$ cat config.mk
export PLATFORM = sky130hd
export DESIGN_NAME = axi_tx_scheduler
export DESIGN_NICKNAME = d
export VERILOG_FILES = /design/src/rtl/aurora_pkg.sv /design/src/rtl/rr_arbiter.sv /design/src/rtl/axi_tx_scheduler.sv
export SDC_FILE = /design/constraint.sdc
export NUM_CORES = 1
export LEC_CHECK = 0
export BUFFER_PORTS_ARGS = -buffer_cell sky130_fd_sc_hd__buf_2
export CORE_AREA = 2 2 133 135
export DETAILED_ROUTE_END_ITERATION = 8
export DIE_AREA = 0 0 135 137
export GPL_TIMING_DRIVEN = 1
export HOLD_SLACK_MARGIN = 0.1
export PLACE_DENSITY = 0.63
export SETUP_SLACK_MARGIN = 0.02
export SLEW_MARGIN = 20
export SYNTH_ARGS = -nofsm -noshare
export SYNTH_HDL_FRONTEND = slang
export SYNTH_SLANG_ARGS = --single-unit
$ cat constraint.sdc
create_clock -name clk -period 4.6 [get_ports clk]
set_input_delay 0.46 -clock clk [delete_from_list [all_inputs] [get_ports clk]]
set_output_delay 0.46 -clock clk [all_outputs]
set_load 0.005 [all_outputs]
$ cat src/rtl/aurora_pkg.sv
// Shared types and default constants for the AXI transmit path in front of data_controller.
`ifndef AXI_DATA_SIZE
`define AXI_DATA_SIZE 64
`endif

package aurora_pkg;

    typedef enum logic [1:0] {
        IDLE  = 2'd0,
        XFER  = 2'd1,
        DRAIN = 2'd2,
        GAP   = 2'd3
    } sched_state_e;

    localparam int unsigned SCHED_GAP_MULTI  = 2;
    localparam int unsigned SCHED_GAP_SINGLE = 1;

endpackage

$ cat src/rtl/rr_arbiter.sv
// Combinational round-robin pick: first requester found searching upward from ptr+1, wrapping.
module rr_arbiter #(
    parameter  int unsigned N  = 4,
    localparam int unsigned IW = (N > 1) ? $clog2(N) : 1
) (
    input  logic [N-1:0]  req,
    input  logic [IW-1:0] ptr,
    output logic [N-1:0]  gnt,
    output logic [IW-1:0] gnt_idx,
    output logic          gnt_any
);

    int unsigned cand;

    always_comb begin
        gnt     = '0;
        gnt_idx = '0;
        gnt_any = 1'b0;
        cand    = 0;
        for (int unsigned k = 1; k <= N; k++) begin
            cand = (32'(ptr) + k) % N;
            if (!gnt_any && req[IW'(cand)]) begin
                gnt_any           = 1'b1;
                gnt_idx           = IW'(cand);
                gnt[IW'(cand)]    = 1'b1;
            end
        end
    end

endmodule

$ cat src/rtl/axi_tx_scheduler.sv
// Frame-atomic round-robin scheduler sharing the data_controller AXI-stream input between sources.
// state | meaning
// IDLE  | no frame owned; arbitrate among valid sources when enabled
// XFER  | forwarding the granted source, bubbles included; stall timer running
// DRAIN | frame aborted; swallow the granted source's beats up to its last
// GAP   | hold off all sources for the inter-frame gap
module axi_tx_scheduler
    import aurora_pkg::*;
#(
    parameter  int unsigned NUM_SRC      = 4,
    parameter  int unsigned DATA_W       = `AXI_DATA_SIZE,
    parameter  int unsigned GAP_MULTI    = SCHED_GAP_MULTI,
    parameter  int unsigned GAP_SINGLE   = SCHED_GAP_SINGLE,
    parameter  int unsigned IDLE_TIMEOUT = 16,
    localparam int unsigned IW           = $clog2(NUM_SRC)
) (
    input  logic                             clk,
    input  logic                             rst,
    input  logic                             single_lane,
    input  logic                             enable,
    input  logic [NUM_SRC-1:0]               s_valid,
    input  logic [NUM_SRC-1:0]               s_last,
    input  logic [NUM_SRC-1:0][DATA_W-1:0]   s_data,
    output logic [NUM_SRC-1:0]               s_ready,
    output logic                             m_valid,
    output logic                             m_last,
    output logic [DATA_W-1:0]                m_data,
    output logic [IW-1:0]                    grant_id,
    output logic                             busy,
    output logic                             abort
);

    localparam int unsigned GAP_MAX = (GAP_MULTI > GAP_SINGLE) ? GAP_MULTI : GAP_SINGLE;
    localparam int unsigned GW      = $clog2(GAP_MAX + 1);
    localparam int unsigned BW      = $clog2(IDLE_TIMEOUT + 1);

    sched_state_e          state_q, state_d;
    logic [IW-1:0]         ptr_q;
    logic [IW-1:0]         grant_q;
    logic [BW-1:0]         bub_q, bub_d;
    logic [GW-1:0]         gap_q, gap_d;

    logic [NUM_SRC-1:0]    arb_gnt;
    logic [IW-1:0]         arb_idx;
    logic                  arb_any;
    logic [NUM_SRC-1:0]    grant_oh;
    logic [IW-1:0]         sel;
    logic                  fwd;
    logic                  abort_d;
    logic                  take_grant;

    rr_arbiter #(.N(NUM_SRC)) u_arb (
        .req     (s_valid),
        .ptr     (ptr_q),
        .gnt     (arb_gnt),
        .gnt_idx (arb_idx),
        .gnt_any (arb_any)
    );

    assign grant_oh = NUM_SRC'(1) << grant_q;
    assign grant_id = grant_q;
    assign busy     = (state_q != IDLE);

    always_comb begin
        state_d    = state_q;
        bub_d      = bub_q;
        gap_d      = gap_q;
        s_ready    = '0;
        sel        = grant_q;
        fwd        = 1'b0;
        abort_d    = 1'b0;
        take_grant = 1'b0;

        case (state_q)
            IDLE: begin
                sel = arb_idx;
                if (enable && arb_any) begin
                    s_ready    = arb_gnt;
                    take_grant = 1'b1;
                    fwd        = 1'b1;
                    bub_d      = '0;
                    state_d    = s_last[arb_idx] ? GAP : XFER;
                end
            end
            XFER: begin
                s_ready = grant_oh;
                if (s_valid[grant_q]) begin
                    fwd   = 1'b1;
                    bub_d = '0;
                    if (s_last[grant_q]) begin
                        state_d = GAP;
                    end
                end else if (bub_q == BW'(IDLE_TIMEOUT - 1)) begin
                    // this bubble is the limit; a beat arriving now would have won instead
                    abort_d = 1'b1;
                    bub_d   = '0;
                    state_d = DRAIN;
                end else begin
                    bub_d = bub_q + 1'b1;
                end
            end
            DRAIN: begin
                s_ready = grant_oh;
                if (s_valid[grant_q] && s_last[grant_q]) begin
                    state_d = GAP;
                end
            end
            GAP: begin
                if (gap_q == '0) begin
                    state_d = IDLE;
                end else begin
                    gap_d = gap_q - 1'b1;
                end
            end
            default: state_d = IDLE;
        endcase

        // gap length is latched only on entry so lane-mode changes wait for the next frame boundary
        if (state_d == GAP && state_q != GAP) begin
            gap_d = single_lane ? GW'(GAP_SINGLE - 1) : GW'(GAP_MULTI - 1);
        end

        if (rst) begin
            s_ready = '0;
        end
    end

    always_ff @(posedge clk or posedge rst) begin
        if (rst) begin
            state_q <= IDLE;
            ptr_q   <= IW'(NUM_SRC - 1);
            grant_q <= '0;
            bub_q   <= '0;
            gap_q   <= '0;
            m_valid <= 1'b0;
            m_last  <= 1'b0;
            m_data  <= '0;
            abort   <= 1'b0;
        end else begin
            state_q <= state_d;
            bub_q   <= bub_d;
            gap_q   <= gap_d;
            if (take_grant) begin
                ptr_q   <= arb_idx;
                grant_q <= arb_idx;
            end
            m_valid <= fwd | abort_d;
            m_last  <= abort_d | (fwd & s_last[sel]);
            m_data  <= fwd ? s_data[sel] : '0;
            abort   <= abort_d;
        end
    end

endmodule

======== Yosys cells after proc, flatten, opt, wreduce, memory -nomap -nowiden ========
Index checks and enable logic that the tools add are counted.
cells by class
  eq/ne operators ......................... 8
  bitwise gates (word level) .............. 6
  order comparisons ....................... 11
  $add $sub $neg .......................... 6
  mux-type cells .......................... 66
  reductions and logical operators ........ 21
  shifts and indexed selects .............. 1
operators by type and width
  kind                                                                                  number
  64-bit binary-select mux with 2-bit select                                            1
  64-bit two-way mux                                                                    2
  2-bit two-way mux                                                                     15
  4-bit two-way mux                                                                     6
  1-bit two-way mux                                                                     23
  2-bit by 3-bit less-than comparator with 1-bit output (second input constant)         7
  1-bit binary-select mux with 2-bit select                                             8
  5-bit two-way mux                                                                     3
  4-bit bitwise OR                                                                      3
  1-bit logical AND                                                                     10
  5-bit case mux with 2 select lines                                                    1
  1-bit demux with 2-bit select                                                         4
  2-bit by 1-bit greater-or-equal comparator with 1-bit output (second input constant)  4
  2-bit case mux with 4 select lines                                                    1
  4-bit case mux with 2 select lines                                                    1
  2-bit == test (second input constant)                                                 3
  2-bit nonzero test                                                                    3
  5-bit by 1-bit adder with 5-bit output (second input constant)                        1
  5-bit by 4-bit == test with 1-bit output (second input constant)                      1
  2-bit by 1-bit adder with 2-bit output (second input constant)                        2
  2-bit adder (second input constant)                                                   2
  2-bit logical NOT                                                                     2
  2-bit inequality test (second input constant)                                         2
  2-bit AND reduction                                                                   2
  9 further kinds                                                                       12
storage, ports and cells
  register bits after elaboration ......... 80
  logic and storage cells ................. 128
  input bits .............................. 268

======== Logic depth before layout (Yosys ltp) ========
Gate-level depths: netlist of run 1.
  depth in word-level cells ............... 22
  mapped depth ............................ 14
  gate-level depth less buffers ........... 9

======== Cells and area by module ========
Synthesis of run 1 repeated with hierarchy kept, for this count alone.
unflattened totals
  cell total of the unflattened synthesis .. 415
  area, all modules ....................... 5285.1 µm²
by module, submodules not included
  module            area an instance (µm²)  cells an instance  times used
  axi_tx_scheduler  4655.7                  329                1
  rr_arbiter        629.4                   86                 1

======== Worst setup path after synthesis of run 1 ========
OpenSTA, ideal clock, no wires.
  path type ............................... register to register
  start point ............................. register ptr_q[0]
  end point ............................... register m_data[54]
  path buffers ............................ 5
  required time ........................... 4.468 ns
  cell stages (with the launch flop) ...... 14
  data arrival time ....................... 3.539 ns
  path slack .............................. 0.928 ns
  setup time .............................. 0.132 ns
  cells stage by stage .................... dfstp_2 buf_2 inv_2 ha_1 buf_6 mux4_2 buf_2 o21ba_2 mux2i_1 mux2i_1 buf_6 buf_6 mux4_2 nor2b_1
on the way
  cells in the longest elaborated chain, start to end .. 17
  elaborated cells between the ends (all ways) .. 33
  those cells by class .................... add/sub (4); mux (22); reduce/logical (7)
ends and longest elaborated chain
  item                                                                                            RTL line                                         text
  start, declared                                                                                 axi_tx_scheduler.sv:38                           logic [IW-1:0] ptr_q;
  start signal, assigned                                                                          axi_tx_scheduler.sv:131                          ptr_q <= IW'(NUM_SRC - 1);
  start signal, assigned                                                                          axi_tx_scheduler.sv:144                          ptr_q <= arb_idx;
  2-bit by 1-bit adder with 2-bit output                                                          rr_arbiter.sv:21                                 cand = (32'(ptr) + k) % N;
  1-bit binary-select mux with 2-bit select                                                       rr_arbiter.sv:22                                 if (!gnt_any && req[IW'(cand)]) begin
  1-bit two-way mux (not written as such)                                                         rr_arbiter.sv:22
  1-bit two-way mux                                                                               rr_arbiter.sv:22
  1-bit logical NOT                                                                               rr_arbiter.sv:22
  1-bit logical AND                                                                               rr_arbiter.sv:22
  1-bit two-way mux                                                                               rr_arbiter.sv:22
  1-bit logical NOT                                                                               rr_arbiter.sv:22
  1-bit logical AND                                                                               rr_arbiter.sv:22
  1-bit two-way mux                                                                               rr_arbiter.sv:22
  1-bit logical NOT                                                                               rr_arbiter.sv:22
  1-bit logical AND                                                                               rr_arbiter.sv:22
  2-bit two-way mux or 1-bit two-way mux (tied branches)                                          rr_arbiter.sv:22
  2-bit two-way mux or 1-bit logical AND (tied branches)                                          axi_tx_scheduler.sv:74, axi_tx_scheduler.sv:77
  64-bit binary-select mux with 2-bit select or 1-bit two-way mux (tied branches)                 axi_tx_scheduler.sv:149, axi_tx_scheduler.sv:77
  64-bit two-way mux (not written as such) or 1-bit case mux with 2 select lines (tied branches)  axi_tx_scheduler.sv:149, axi_tx_scheduler.sv:74
  64-bit two-way mux (*)                                                                          axi_tx_scheduler.sv:149                          m_data <= fwd ? s_data[sel] : '0;
  end signal, assigned                                                                            axi_tx_scheduler.sv:149
  end, declared                                                                                   axi_tx_scheduler.sv:27                           output logic [DATA_W-1:0] m_data,
Every way passes the cells marked *; elsewhere a longest branch is shown, timed or not. The select of a mux whose other input is x is not followed.
A chain may end at the register's enable or synchronous reset.

======== Final worst setup path of run 1 ========
  start point ............................. register ptr_q[0]
  end point ............................... register m_data[1]
The elaborated chain is that of the path after synthesis.

==> results of run 1 <==
==> power by group <==
part / switching, mW / internal [mW]
clock: 0.311 / 0.479
combinational: 1.37 / 1.69
sequential: 0.163 / 0.992
==> cell families after synthesis <==
family	Yosys count
xor+xnor	3
buf+inv	43
mux	85
flops	80
simple gates	128
compound gates	51
fa+ha+maj	15
==> cell usage in the layout (no fill, tap or decap), drive strengths merged, types with 3 or more instances in the layout <==
master,instances
mux4,67
clkbuf,10
diode,4
nor3,7
dfrtp,78
a22o,5
mux2,4
nor2b,66
nand2b,4
ha,15
o21ai,9
a211oi,3
mux2i,14
nand4b,3
xnor2,3
buf,348
nand2,20
a21oi,12
a31oi,5
o21a,5
nor3b,4
inv,11
nor2,9
==> stage by stage <==
step           setup slack (ns)  utilization (%)  hold slack [ns]  instance area [sq um]  total power, mW
2_1_floorplan             0.928                -            0.448                   5240             3.45
3_3_place_gp              0.493             41.9            0.461                   7150             4.21
3_5_place_dp              0.467             42.0            0.472                   7170             4.27
4_1_cts                   0.462             43.9            0.253                   7490             5.08
5_1_grt                   0.269             44.0            0.278                   7500             5.36
6_report                  0.498             44.0            0.227                   7500             5.00
==> worst max path at each step <==
stage / startpoint / to / slack [ns]
4_1_cts: ptr_q[0] / m_data[56] / 0.46
2_1_floorplan: ptr_q[0] / m_data[54] / 0.93
5_1_grt: ptr_q[0] / m_data[48] / 0.27
6_report: ptr_q[0] / m_data[1] / 0.50
3_3_place_gp: ptr_q[0] / m_data[24] / 0.49
3_5_place_dp: ptr_q[0] / m_data[55] / 0.47
==> routing by layer <==
layer | share of wire (%) | global-route usage [%] | up-vias
met1 | 41 | 24.0 | 2362
met5 | 0 | 0 | -
li1 | - | - | 2171
met3 | 7.7 | 5.44 | 24
met2 | 50 | 31.2 | 225
met4 | 1.5 | 5.32 | 0
==> worst max-delay path: cells and delay by family, from the launching register on <==
| family | cells | cell delay (ns) |
|---|---|---|
| mux | 4 | 1.57 |
| simple gates | 1 | 0.14 |
| compound gates | 1 | 0.35 |
| flops | 1 | 0.78 |
| fa+ha+maj | 1 | 0.50 |
| buf+inv | 2 | 0.55 |
==> cell type report <==
| class | count | area, sq um |
|---|---|---|
| Multi-Input combinational cell | 282 | 3050 |
| Sequential cell | 80 | 2000 |
| Timing Repair Buffer | 348 | 1790 |
| Tap cell | 225 | 282 |
| Clock inverter | 6 | 92.6 |
| Fill cell | 1655 | 9560 |
| Inverter | 11 | 42.5 |
| Clock buffer | 10 | 229 |
| Antenna cell | 4 | 10.0 |
==> registers in the layout, summed over array words and instances (netlist names) <==
name      cells
m_data       64
bub_q         5
gap_q         2
grant_id      2
ptr_q         2
state_q       2
abort         1
m_last        1
m_valid       1
==> summary.md, run 1 <==
| Metric | Value |
|---|---|
| Async set-or-reset flop fraction in the synthesized netlist | 100% |
| YS warnings | 0 |
| H-Tree Depth | 3 |
| Synth top area cells | dfrtp_1 37%, mux4_2 29%, nor2b_1 7.9% |
| Initial Utilization | a little under a third |
| Initial DRC Count | 211 |
| Reg-to-reg endpoint | m_data[1] |
| Post-Syn Instances | ~410 |
| Main combinational cell family by area after synthesis | multiplexers |
| Setup crit end kind | register |
| Area growth, synth to finish | 43.2% |
| Avg Vias per Cell | 4.95 |
| Final period utilization | 89.2% |
| Slowest stage delay, CP | around 0.78 ns |
| Sum Neg Setup Slack | 0 ns |
| R2R depth | 9 |
| Worst Setup Start Kind | register |
| Critical-path top delay cell | dfstp_2 |
| Total gr overflow | 0 |
| # setup viols final | 0 |
| Half-perimeter wire length after placement | about 15 mm |
| Gr usage total | 18.8% |
| Post-CTS resize count | 0 |
| Final Max Tran Viols | 0 |
| Initial antenna violation count | 4 |
| Antenna Nets Post-Route | 0 |
| Hold Crit Class | in -> async |
| Ys flop type | dfrtp_1 |
| Layout cells sized above 1 | between 60% and 70% |
| Synth area leader | dfrtp_1 |
| Compound-Gate Fraction of Synth Area | under 10% |
| Die width | 135 um |
| Largest net degree at the start of global routing | between 40 and 50 |
| CP dominant cell by count | mux4_2 |
| Num CTS Buffers | 9 |
| Port Buf Inserts | 341 |
| Max Fclk | about 240 MHz |
| Count leader, synth | dfrtp_1 |
| Die height | around 140 um |
| TritonCTS clock tree | done |
| Core box area | 17,100 sq um |
| Number of max-cap violations | 0 |
| Avg Cell Area, Syn | 12.9 sq um |
| Cts hold-fix bufs | 0 |
| PD cells | 667 nW/um^2 |
| Synthesized Nets | 688 |
| Worst-Skew Late Latency | 0.34 ns |
| Library cells used by synthesis | 51 |
| Clk sinks | 80 |
| Req. time, crit path | between 4 and 5 ns |
| Crit-path cells | inv_2 > ha_1 > mux4_2 > o21ba_2 > mux2i_1 > mux2i_4 > buf_12 > mux4_2 > nor2b_1 |
| RSZ-0062 raised after global routing | no |
| Synth Cell Area | 5240 sq um |
| Outcome | completed |
| Most instantiated cells after synthesis | 78 x dfrtp_1, 67 x mux4_2, 66 x nor2b_1, 20 x nand2_1, 19 x clkbuf_1 |
| Worst endpoint data arrival time | 4.29 ns |
| Worst Setup Path Type | reg -> reg |
| Worst r2r src | ptr_q[0] |
| Hold Vio Cnt, Final | 0 |
| Root Driver | clkbuf_16 |
| Tmin final | 4.10 ns |
| Sequential element share of the synthesized area | a little under two fifths |
| Post-synthesis adder-cell area fraction | about 3.6% |
| I/O pin total | between 300 and 400 |
| Vias in the first global route | 4,744 |
| DRC viols | 0 |
| # rows | 48 |
| Die area | 18,500 sq um |
| Net count, final | 1,015 |
| Top cell type's share of synthesized area | 37.3% |
| Post-synthesis mux area share | between 30% and 40% |
| Placed cell count | 946 |
| Wire per inst | ~19 um |
| #FFs+latches synth | 80 |
| Deepest clock path buffer count | 2 |
| Reg-to-reg setup timing slack | 0.50 ns |
| Setup Fix Bufs, Post-CTS | 0 |
| Worst Tran Pin Value | 0.870 ns |
| Clk pin slew, worst setup/hold paths | ~0.06 ns |
| Final Non-Filler Cells | approximately 970 |
| Post-synth EDFFs | 0 |
| Rel. slew slack | 41.9% |
| Leak pwr | 3.80 nW |
| XOR/XNOR Fraction of Synth Area | less than 1% |
| WL final | 18.2 mm |
| Via count | 4,782 |
| Routability congestion estimate | 0.802 |
| Skew final | 0.00901 ns |
| Worst-path maximum fanout | 46 |
| Simple-Gate Fraction of Synth Area | 14.2% |
| DR pass1 iterations | 5 |
| First-pass GRT wire length | 26.0 mm |
| VDD IR max | ~0.27 mV |
No activity file was read; power rests on OpenSTA's default activity.
==> inputs of run 2 (changes only) <==
--- a/config.mk
+++ b/config.mk
@@ -6,12 +6,13 @@
 export NUM_CORES = 1
 export LEC_CHECK = 0
 export BUFFER_PORTS_ARGS = -buffer_cell sky130_fd_sc_hd__buf_2
-export CORE_AREA = 2 2 133 135
+export CORE_ASPECT_RATIO = 0.6
+export CORE_MARGIN = 2
+export CORE_UTILIZATION = 35
 export DETAILED_ROUTE_END_ITERATION = 8
-export DIE_AREA = 0 0 135 137
 export GPL_TIMING_DRIVEN = 1
 export HOLD_SLACK_MARGIN = 0.1
-export PLACE_DENSITY = 0.63
+export PLACE_DENSITY = 0.7
 export SETUP_SLACK_MARGIN = 0.02
 export SLEW_MARGIN = 20
 export SYNTH_ARGS = -nofsm -noshare
==> run 2 against run 1 <==
Sequential share of layout area is 0.25 points higher. Sequential cell count unchanged. Sequential power about the same. Fmax shrank 0.80%. Highest routed layer unchanged. Setup slack worse by 0.033 ns. Via count barely moved.
==> summary.md, run 2 (synthesized netlist as in run 1, its figures left out) <==
| Metric | Value |
|---|---|
| Die area | 16,000 sq um |
| Setup Fix Bufs, Post-CTS | 0 |
| Clk pin slew, worst setup/hold paths | 0.07 ns |
| # setup viols final | 0 |
| Initial antenna violation count | 1 |
| GR Util met1 | about 30% |
| Reg-to-reg setup timing slack | approximately 0.47 ns |
| Initial DRC Count | 295 |
| Skew final | 0.0122 ns |
| GR peak layer | met2 |
| Worst-path maximum fanout | a little over 40 |
| Die width | around 160 um |
| Sum Neg Setup Slack | 0 ns |
| VDD IR max | 0.359 mV |
| Met3 usage | 5.68% |
| Wire per inst | around 19 um |
| Post-CTS resize count | 0 |
| Root Driver | clkbuf_16 |
| Tmin final | 4.13 ns |
| Worst Setup Start Kind | register |
| Worst Tran Pin Value | between 0.8 and 0.9 ns |
| Vias in the first global route | approximately 4,800 |
| DR pass1 iterations | 5 |
| Final period utilization | 89.9% |
| Leak pwr | 3.78 nW |
| Req. time, crit path | 4.79 ns |
| Die height | 98.7 um |
| Max Fclk | 242 MHz |
| Outcome | completed |
| Cts hold-fix bufs | 0 |
| Worst Setup Path Type | reg -> reg |
| PD cells | 665 nW/um^2 |
| Avg Vias per Cell | just over 5 |
| Via count | 4,778 |
| RSZ-0062 raised after global routing | no |
| Setup crit end kind | register |
| Port Buf Inserts | 341 |
| Core box area | 14,500 sq um |
| H-Tree Depth | 3 |
| # rows | 34 |
| DRC viols | 0 |
| # fillers | 1,339 |
| Most flops, register | m_data |
| Net count, final | between 1,000 and 1,500 |
| Largest regs | m_data x64, bub_q x5 |
| TritonCTS clock tree | done |
| Largest net degree at the start of global routing | 48 |
| Layout cells sized above 1 | roughly three fifths |
| Deepest clock path buffer count | 2 |
| I/O pin total | 342 |
| Area growth, synth to finish | 41.9% |
| Initial Utilization | 36.0% |
| Number of max-cap violations | 0 |
| Half-perimeter wire length after placement | 14.3 mm |
| Max reg flops | 64 |
| Total power draw | around 4.9 mW |
| Most frequent cells in the layout | 341 x buf_2, 78 x dfrtp_1, 67 x mux4_2, 66 x nor2b_1, 20 x nand2_1 |
| Rel. slew slack | 44.4% |
| Routability congestion estimate | 0.898 |
| Antenna Nets Post-Route | 0 |
| First-pass GRT wire length | roughly 27 mm |
| Num CTS Buffers | 9 |
| Hold Crit Class | in -> async |
| WL final | around 18 mm |
| Hold Vio Cnt, Final | 0 |
| Clk sinks | 80 |
| Worst-Skew Late Latency | between 0.3 and 0.4 ns |
| Total gr overflow | 0 |
| Gr usage total | 21.8% |
| Most common cell after layout, fill and taps aside | buf_2 |
| Final Max Tran Viols | 0 |
| Worst endpoint data arrival time | 4.32 ns |
| Met2 usage | between 30% and 40% |
[run 2: critical path, stage by stage, from the launching register on]
cell and delay [ns]:
dfstp_2 0.80, inv_2 0.22, ha_1 0.51, mux4_2 0.68
o21ba_2 0.35, mux2i_1 0.13, mux2i_4 0.24, buf_12 0.33
mux4_2 0.56, nor2b_1 0.16
[run 2: path summary, 6_finish.rpt]
check                             from         end  depth (start not counted)
setup / recovery              ptr_q[0]  m_data[43]                          9
hold / removal                     rst   m_data[0]                          2
setup reg to reg              ptr_q[0]  m_data[43]                          9
hold reg to reg               bub_q[4]    bub_q[4]                          1
max in group asynchronous          rst  m_data[37]                          3
min in group clk           single_lane    gap_q[0]                          2
[run 2: power by group]
| group | total, mW | switching (mW) | leakage (nW) | internal (mW) |
|---|---|---|---|---|
| Sequential | 1.15 | 0.160 | 1.07 | 0.992 |
| Clock | 0.735 | 0.297 | 0.139 | 0.437 |
| Combinational | 3.05 | 1.36 | 2.57 | 1.70 |
[run 2: cell type report]
| type | count | area (sq um) | area share, % |
|---|---|---|---|
| multi-input combinational | 282 | 3050 | 41.0 |
| sequential | 80 | 2000 | 27.0 |
| timing repair buffer | 348 | 1780 | 24.0 |
| tap | 198 | 248 | 3.33 |
| clock buffer | 12 | 246 | 3.32 |
| clock inverter | 4 | 53.8 | 0.724 |
| inverter | 11 | 42.5 | 0.573 |
| antenna | 1 | 2.50 | 0.0337 |
[run 2: routing by layer]
layer  wire length, um  share of wire [%]
met3              1530                8.7
met4               159               0.90
met5                 0                  0
met2              8400                 48
met1              7530                 43
[run 2: per-stage QoR]
| step | util (%) | area, sq um | setup slack (ns) | instances | hold WS [ns] |
|---|---|---|---|---|---|
| floorplan | - | 5240 | 0.928 | 405 | 0.448 |
| global placement | 49.0 | 7130 | 0.608 | 919 | 0.466 |
| detailed placement | 49.0 | 7130 | 0.481 | 919 | 0.468 |
| CTS | 51.0 | 7430 | 0.448 | 935 | 0.243 |
| global route | 51.1 | 7430 | 0.269 | 936 | 0.297 |
| finish | 51.1 | 7430 | 0.465 | 936 | 0.233 |
